## src/rtl/mmio_timer.sv

```systemverilog
// mmio_timer -- memory-mapped 32-bit timer with interrupt and free-running tick counter.
//
// Register map (word addresses, addr[1:0] ignored):
//   0x4000_0000  TH       reload value, loaded into TL when TL overflows
//   0x4000_0004  TL       counter, advances on each count tick while enabled
//   0x4000_0008  TCON     [0] enable, [1] irq_en, [2] status (sticky overflow flag)
//   0x4000_000C  PSC      prescale divisor (only with TIMER_PRESCALE_EN, else reads 0)
//   0x4000_0014  SYSTICK  read-only cycle counter, always running
//
// Ports:
//   clk          system clock
//   reset        asynchronous, active-high reset
//   mem_read     MEM-stage load strobe
//   mem_write    MEM-stage store strobe
//   addr[31:0]   MEM-stage byte address
//   wdata[31:0]  store data
//   rdata[31:0]  load data (combinational, 0 when not a load hitting this block)
//   kernel_mode  1 while the CPU executes the handler; masks irq
//   irq          interrupt request = irq_en & status & ~kernel_mode
//   sel          addr decodes to a mapped word of this block
//
// Build option: define TIMER_PRESCALE_EN to add a 16-bit prescaler in front of TL.
// Without it, TL advances every clock while enabled and PSC is a read-as-zero word.

module mmio_timer (
  input  logic        clk,
  input  logic        reset,
  input  logic        mem_read,
  input  logic        mem_write,
  input  logic [31:0] addr,
  input  logic [31:0] wdata,
  output logic [31:0] rdata,
  input  logic        kernel_mode,
  output logic        irq,
  output logic        sel
);

  // 0x4000_0000 >> 5: the 32-byte window holding the register file.
  localparam logic [26:0] BASE_HI      = 27'h200_0000;
  // Word indices 0,1,2,3,5 are implemented; 4, 6 and 7 are holes.
  localparam logic [7:0]  MAPPED_WORDS = 8'b0010_1111;

  localparam logic [2:0]  W_TH      = 3'd0;
  localparam logic [2:0]  W_TL      = 3'd1;
  localparam logic [2:0]  W_TCON    = 3'd2;
  localparam logic [2:0]  W_PSC     = 3'd3;
  localparam logic [2:0]  W_SYSTICK = 3'd5;

  // ---------------------------------------------------------------------------
  // Address decode
  // ---------------------------------------------------------------------------
  logic       base_hit;
  logic [7:0] word_hit;
  logic       unused_addr_bits;

  assign base_hit = (addr[31:5] == BASE_HI);

  for (genvar gi = 0; gi < 8; gi++) begin : g_word
    assign word_hit[gi] = base_hit && (addr[4:2] == 3'(gi)) && MAPPED_WORDS[gi];
  end

  assign sel = |word_hit;

  // Byte offset within a word carries no meaning for this block.
  assign unused_addr_bits = ^addr[1:0];

  logic wr_th;
  logic wr_tl;
  logic wr_tcon;

  assign wr_th   = mem_write && word_hit[W_TH];
  assign wr_tl   = mem_write && word_hit[W_TL];
  assign wr_tcon = mem_write && word_hit[W_TCON];

  // ---------------------------------------------------------------------------
  // State
  // ---------------------------------------------------------------------------
  logic [31:0] th_q,      th_d;
  logic [31:0] tl_q,      tl_d;
  logic [2:0]  tcon_q,    tcon_d;
  logic [31:0] systick_q, systick_d;
  logic        tick;

`ifdef TIMER_PRESCALE_EN
  logic [15:0] psc_q,  psc_d;
  logic [15:0] pcnt_q, pcnt_d;
  logic        wr_psc;

  assign wr_psc = mem_write && word_hit[W_PSC];

  // One tick each time the prescale counter reaches PSC, so the period is PSC+1.
  assign tick = tcon_q[0] && (pcnt_q == psc_q);

  always_comb begin
    psc_d  = psc_q;
    pcnt_d = pcnt_q;
    if (wr_psc) begin
      psc_d  = wdata[15:0];
      pcnt_d = 16'd0;  // restart the divide period from the new value
    end else if (tcon_q[0]) begin
      pcnt_d = (pcnt_q == psc_q) ? 16'd0 : pcnt_q + 16'd1;
    end
  end

  always_ff @(posedge clk or posedge reset) begin
    if (reset) begin
      psc_q  <= 16'd0;
      pcnt_q <= 16'd0;
    end else begin
      psc_q  <= psc_d;
      pcnt_q <= pcnt_d;
    end
  end
`else
  assign tick = tcon_q[0];
`endif

  // ---------------------------------------------------------------------------
  // Counter / reload / status
  // ---------------------------------------------------------------------------
  logic reload_evt;
  logic status_set;

  // A software store to TL wins over the count, suppressing the reload and its flag.
  assign reload_evt = tick && (tl_q == 32'hFFFF_FFFF) && !wr_tl;
  assign status_set = reload_evt && tcon_q[1];

  always_comb begin
    th_d      = th_q;
    tl_d      = tl_q;
    tcon_d    = tcon_q;
    systick_d = systick_q + 32'd1;

    if (wr_th) begin
      th_d = wdata;
    end

    if (wr_tl) begin
      tl_d = wdata;
    end else if (reload_evt) begin
      tl_d = th_q;
    end else if (tick) begin
      tl_d = tl_q + 32'd1;
    end

    // A TCON store in the same cycle as an overflow still leaves status set,
    // so the overflow can never be silently dropped.
    if (wr_tcon) begin
      tcon_d = {wdata[2] | status_set, wdata[1:0]};
    end else if (status_set) begin
      tcon_d[2] = 1'b1;
    end
  end

  always_ff @(posedge clk or posedge reset) begin
    if (reset) begin
      th_q      <= 32'd0;
      tl_q      <= 32'd0;
      tcon_q    <= 3'd0;
      systick_q <= 32'd0;
    end else begin
      th_q      <= th_d;
      tl_q      <= tl_d;
      tcon_q    <= tcon_d;
      systick_q <= systick_d;
    end
  end

  // ---------------------------------------------------------------------------
  // Read path and interrupt
  // ---------------------------------------------------------------------------
  always_comb begin
    rdata = 32'd0;
    if (mem_read && sel) begin
      case (addr[4:2])
        W_TH:      rdata = th_q;
        W_TL:      rdata = tl_q;
        W_TCON:    rdata = {29'd0, tcon_q};
`ifdef TIMER_PRESCALE_EN
        W_PSC:     rdata = {16'd0, psc_q};
`else
        W_PSC:     rdata = 32'd0;
`endif
        W_SYSTICK: rdata = systick_q;
        default:   rdata = 32'd0;
      endcase
    end
  end

  assign irq = tcon_q[1] & tcon_q[2] & ~kernel_mode;

endmodule

```

## config.mk

```make
export PLATFORM = sky130hd
export DESIGN_NAME = mmio_timer
export DESIGN_NICKNAME = d
export VERILOG_FILES = /design/src/rtl/mmio_timer.sv
export SDC_FILE = /design/constraint.sdc
export NUM_CORES = 1
export LEC_CHECK = 0
export CAP_MARGIN = 25
export CORE_ASPECT_RATIO = 0.5
export CORE_MARGIN = 10
export CORE_UTILIZATION = 54
export CTS_CLUSTER_DIAMETER = 120
export DETAILED_ROUTE_END_ITERATION = 10
export PLACE_DENSITY_LB_ADDON = 0.15
export SLEW_MARGIN = 5
export SYNTH_ARGS = -nofsm -noshare
export SYNTH_HDL_FRONTEND = slang
export SYNTH_SLANG_ARGS = --single-unit
```

## constraint.sdc

```tcl
create_clock -name clk -period 4.1 [get_ports clk]
set_input_delay 0.41 -clock clk [delete_from_list [all_inputs] [get_ports clk]]
set_output_delay 0.41 -clock clk [all_outputs]
set_load 0.01 [all_outputs]
```

======== Word-level counts from Yosys, hierarchy flattened ========
Cells that the tools add are included.
word-level totals
  register bits ........................... 99
  input port bits ......................... 69
  output and inout port bits .............. 34
  word-level logic and storage cells ...... 41
operators by class
  add/sub/neg operators ................... 2
  equal/unequal tests ..................... 6
  multiplexer cells ....................... 7
  bitwise gates (word level) .............. 4
  reductions and logical operators ........ 17
operators with widths
  operator                 number
  $mux W32                 4
  $pmux W32 S4             1
  $add A32 B1 Y32 const B  2
  $eq A32 B32 Y1 const B   1
  $eq A27 B26 Y1 const B   1
  $logic_and A1 B1 Y1      12
  $eq A3 B2 Y1 const B     2
  $reduce_or A5 Y1         1
  $eq A3 B1 Y1 const B     1
  $eq A3 B3 Y1 const B     1
  $logic_not A3 Y1         1
  $reduce_bool A3 Y1       1
  $and A1 B1 Y1            2
  $mux W1                  2
  $reduce_bool A2 Y1       1
  $logic_not A1 Y1         1
  $not A1 Y1               1
  $or A1 B1 Y1             1

======== Longest topological paths before layout ========
  depth after elaboration ................. 8
  gate-level depth with buffers ........... 8
  mapped depth without buffers ............ 7

======== Worst setup path after synthesis ========
Ideal clock, no wire load.
  path type ............................... input -> output
  start ................................... in addr[15]
  end ..................................... out rdata[21]
  arrival ................................. 1.923 ns
  required time ........................... 3.690 ns
  path slack .............................. 1.767 ns
  stages on the path ...................... 8
  path buffers ............................ 2
  path through ............................ nor4b_1 > nand4_1 > nor2_1 > nand3_1 > or2_2 > buf_2 > buf_6 > nor2_1
between the ends
  longest elaborated chain between the ends .. 5
ends and longest elaborated chain
  item                     line  RTL
  from (decl)              30    input logic [31:0] addr,
  $eq A27 B26 Y1 (*)       56    assign base_hit = (addr[31:5] == BASE_HI);
  $logic_and A1 B1 Y1      59    assign word_hit[gi] = base_hit && (addr[4:2] == 3'(gi)) && MAPPED_WORDS[gi];
  $reduce_or A5 Y1 (*)     62    assign sel = |word_hit;
  $logic_and A1 B1 Y1 (*)  174   if (mem_read && sel) begin
  $mux W32 (*)             174
  to (decl)                32    output logic [31:0] rdata,
Every way passes the cells marked *; elsewhere a longest branch is shown, timed or not.

======== Final worst setup path ========
  start ................................... in addr[15]
  end ..................................... out rdata[23]
Same word-level chain as after synthesis.

==> impl_metrics.toml <==
[outcome]
status = "finished clean"

[final_layout]
utilization_pct = 67.8
final_cell_mix = "99 x clkdlybuf4s50_1, 99 x dfrtp_1, 72 x nor2_1, 54 x mux2_2, 51 x nand2_1"
final_cell_area_sq_um = 7440
layout-drive-gt1-share_pct = 13.9
nets = 786
num_antenna_cells = 0
area_growth_pct = 23.1
nFillCells = 883

[hold_path]
hold_path_class = "in2async"

[sta]
min_period_over_period_pct = 84.9
worst_hold_slack_ps = 376
rsz0062_at_grt = "false"
drv_slew = 0
period_needed_ps = 3480
hold_violations = 0
maxSlewHeadroom_pct = 36.7
fin_setup_tns_ps = 0
tightest_slew_ps = 942
fmax_ghz = 0.287
finClkSkew_ps = 9.60
setup_viol = 0

[synth]
synth_edf_count = 0
syn_nets = 703
syn_inst = 632
synth.distinct_cells = 58
seq_area_frac_synth_pct = 41.0
synth-seq-cells = 99
yosysWarnings = 0
ys_async_sr_fraction_pct = 100
netlist_area_sq_um = 6050
synthFlopType = "dfrtp_1"
syn_area_per_cell_sq_um = 9.57

[run]
cap_violations = 0

[grt]
grt_overflow = 0
grt_usage_pct = 21.3
grt_max_degree = 81
antenna_found_initial = 0
grt_pass1_wl_um = 27500
grt_pass1_vias = 5428

[worst_setup_path]
crit_family = "simple AND/OR/NAND/NOR gates"
cp_num_buf_inv = 2
path_class = "in2out"
startpoint_type = "primary input"
slowest_delay_ps = 560
end_kind = "output port"
slowest_stage = "or2_2"
crit_fanout = 29
worst_ep_required_time_ps = 3690
path_cells = "clkdlybuf4s50_1 -> nor4b_1 -> nand4_1 -> nor2_1 -> nand3_1 -> or2_2 -> nor2_1 -> clkdlybuf4s50_1"
arrival_ps = 3070

[route]
drcViolationCount = 0
first_pass_iters = 5
drt_iter0_markers = 475
wl_um = 17100
vias = 5282
wl_per_cell_um = 19.8
vias_per_cell = 6.11
postRouteAntennaNets = 0

[cts]
clockRootBuffer = "clkbuf_16"
h-tree-depth = 3
cts_setup_buffers = 0
cts_buffer_depth = 2
insertion_delay_ps = 350
ctsResizeCount = 0
cts_hold_buf = 0
cts_buffers = 9
clk_pin_slew_ps = 70
clkSinkCount = 99
cts_tree = "yes"

[floorplan]
pin_count = 103
rows = 27
die_x_um = 170
dieArea_sq_um = 16100
core_sq_um = 11000
die_height_um = 94.8
start_util_pct = 55.1

[placed_design]
gp_congestion = 0.904
dpl.hpwl_um = 11800
portBuffers = 100
post_dp_cell_area_sq_um = 7090

[pwr]
totalPowerFinal_mw = 2.06
peakVddDrop_v = 0.000176
p_per_area_nw_per_um2 = 277
p_leak_nw = 3.08
-- per-layer routing --
metal,up-vias,GRT usage (%),part of all wire [%]
li1,2459,-,-
met1,2639,26.5,45
met2,164,35.7,47
met3,20,6.74,6.9
met4,0,5.37,1.3
met5,-,0,0
-- cell usage after synthesis, types with 3 or more instances --
cell type / instances / share of area, %
inv_1: 10 / 0.62
o21ai_0: 17 / 1.4
buf_6: 5 / 0.93
o22ai_1: 4 / 0.41
xnor2_1: 32 / 4.6
clkbuf_1: 19 / 1.2
nor4_1: 8 / 0.83
a211o_1: 8 / 1.2
and2_1: 6 / 0.62
mux2i_1: 6 / 0.99
nand3_1: 33 / 2.7
buf_2: 7 / 0.58
a31oi_1: 8 / 0.83
o211ai_1: 4 / 0.50
nand2_1: 51 / 3.2
o21ai_1: 3 / 0.25
nor3b_1: 5 / 0.62
o31ai_1: 4 / 0.50
buf_4: 5 / 0.62
nand2b_1: 7 / 0.72
mux2_2: 54 / 10
dfrtp_1: 99 / 41
nor2b_1: 6 / 0.62
mux2_1: 5 / 0.93
o22a_1: 3 / 0.43
and3_1: 12 / 1.2
nor2_1: 73 / 4.5
nand4_1: 19 / 2.0
a21oi_1: 10 / 0.83
xor2_1: 19 / 2.8
nor3_1: 8 / 0.66
a22oi_1: 35 / 4.3
a211oi_1: 8 / 0.99
and4_1: 5 / 0.72
-- cells by family (layout without fill, tap and decap cells) --
logic type,after synthesis,in the layout,share of synthesized area [%]
AO/OA/AOI/OAI,111,111,12.8
XOR/XNOR,51,51,7.39
adder cells (fa/ha/maj),2,2,0.414
buffers and inverters,48,136,4.06
flip-flops,99,99,41.0
multiplexers,65,65,12.0
AND/OR/NAND/NOR,256,256,22.4
-- area by class of cell --
type | instances | area, sq um | share of cell area [%]
Multi-Input combinational cell | 485 | 3330 | 44.7
Sequential cell | 99 | 2480 | 33.3
Timing Repair Buffer | 110 | 1090 | 14.7
Clock buffer | 11 | 243 | 3.26
Tap cell | 145 | 181 | 2.44
Clock inverter | 5 | 83.8 | 1.13
Inverter | 10 | 40.0 | 0.538
-- state kept, by name, summed over array words and instances (netlist names) --
signal,count
systick_q,32
th_q,32
tl_q,32
tcon_q,3
-- final timing paths --
path	from	end	slack, ps	cells after the start
hold / removal	reset	systick_q[29]	380	2
setup reg to reg	tl_q[0]	tl_q[12]	1480	8
setup / recovery	addr[15]	rdata[23]	620	8
min in group clk	systick_q[31]	systick_q[31]	470	1
hold reg to reg	systick_q[31]	systick_q[31]	470	1
max in group asynchronous	reset	tl_q[0]	2800	4
-- power by group --
group          internal (mW)  switching, mW  total, mW
clock network          0.554          0.387      0.941
registers              0.976      0.0000946      0.976
logic                 0.0791         0.0669      0.146
-- metrics by stage --
stage / cells / setup slack [ps]
floorplan: 632 / 1100
global route: 865 / 366
global placement: 848 / 617
detailed placement: 848 / 616
finish: 865 / 617
CTS: 864 / 615
No activity file was read; power rests on OpenSTA's default activity.
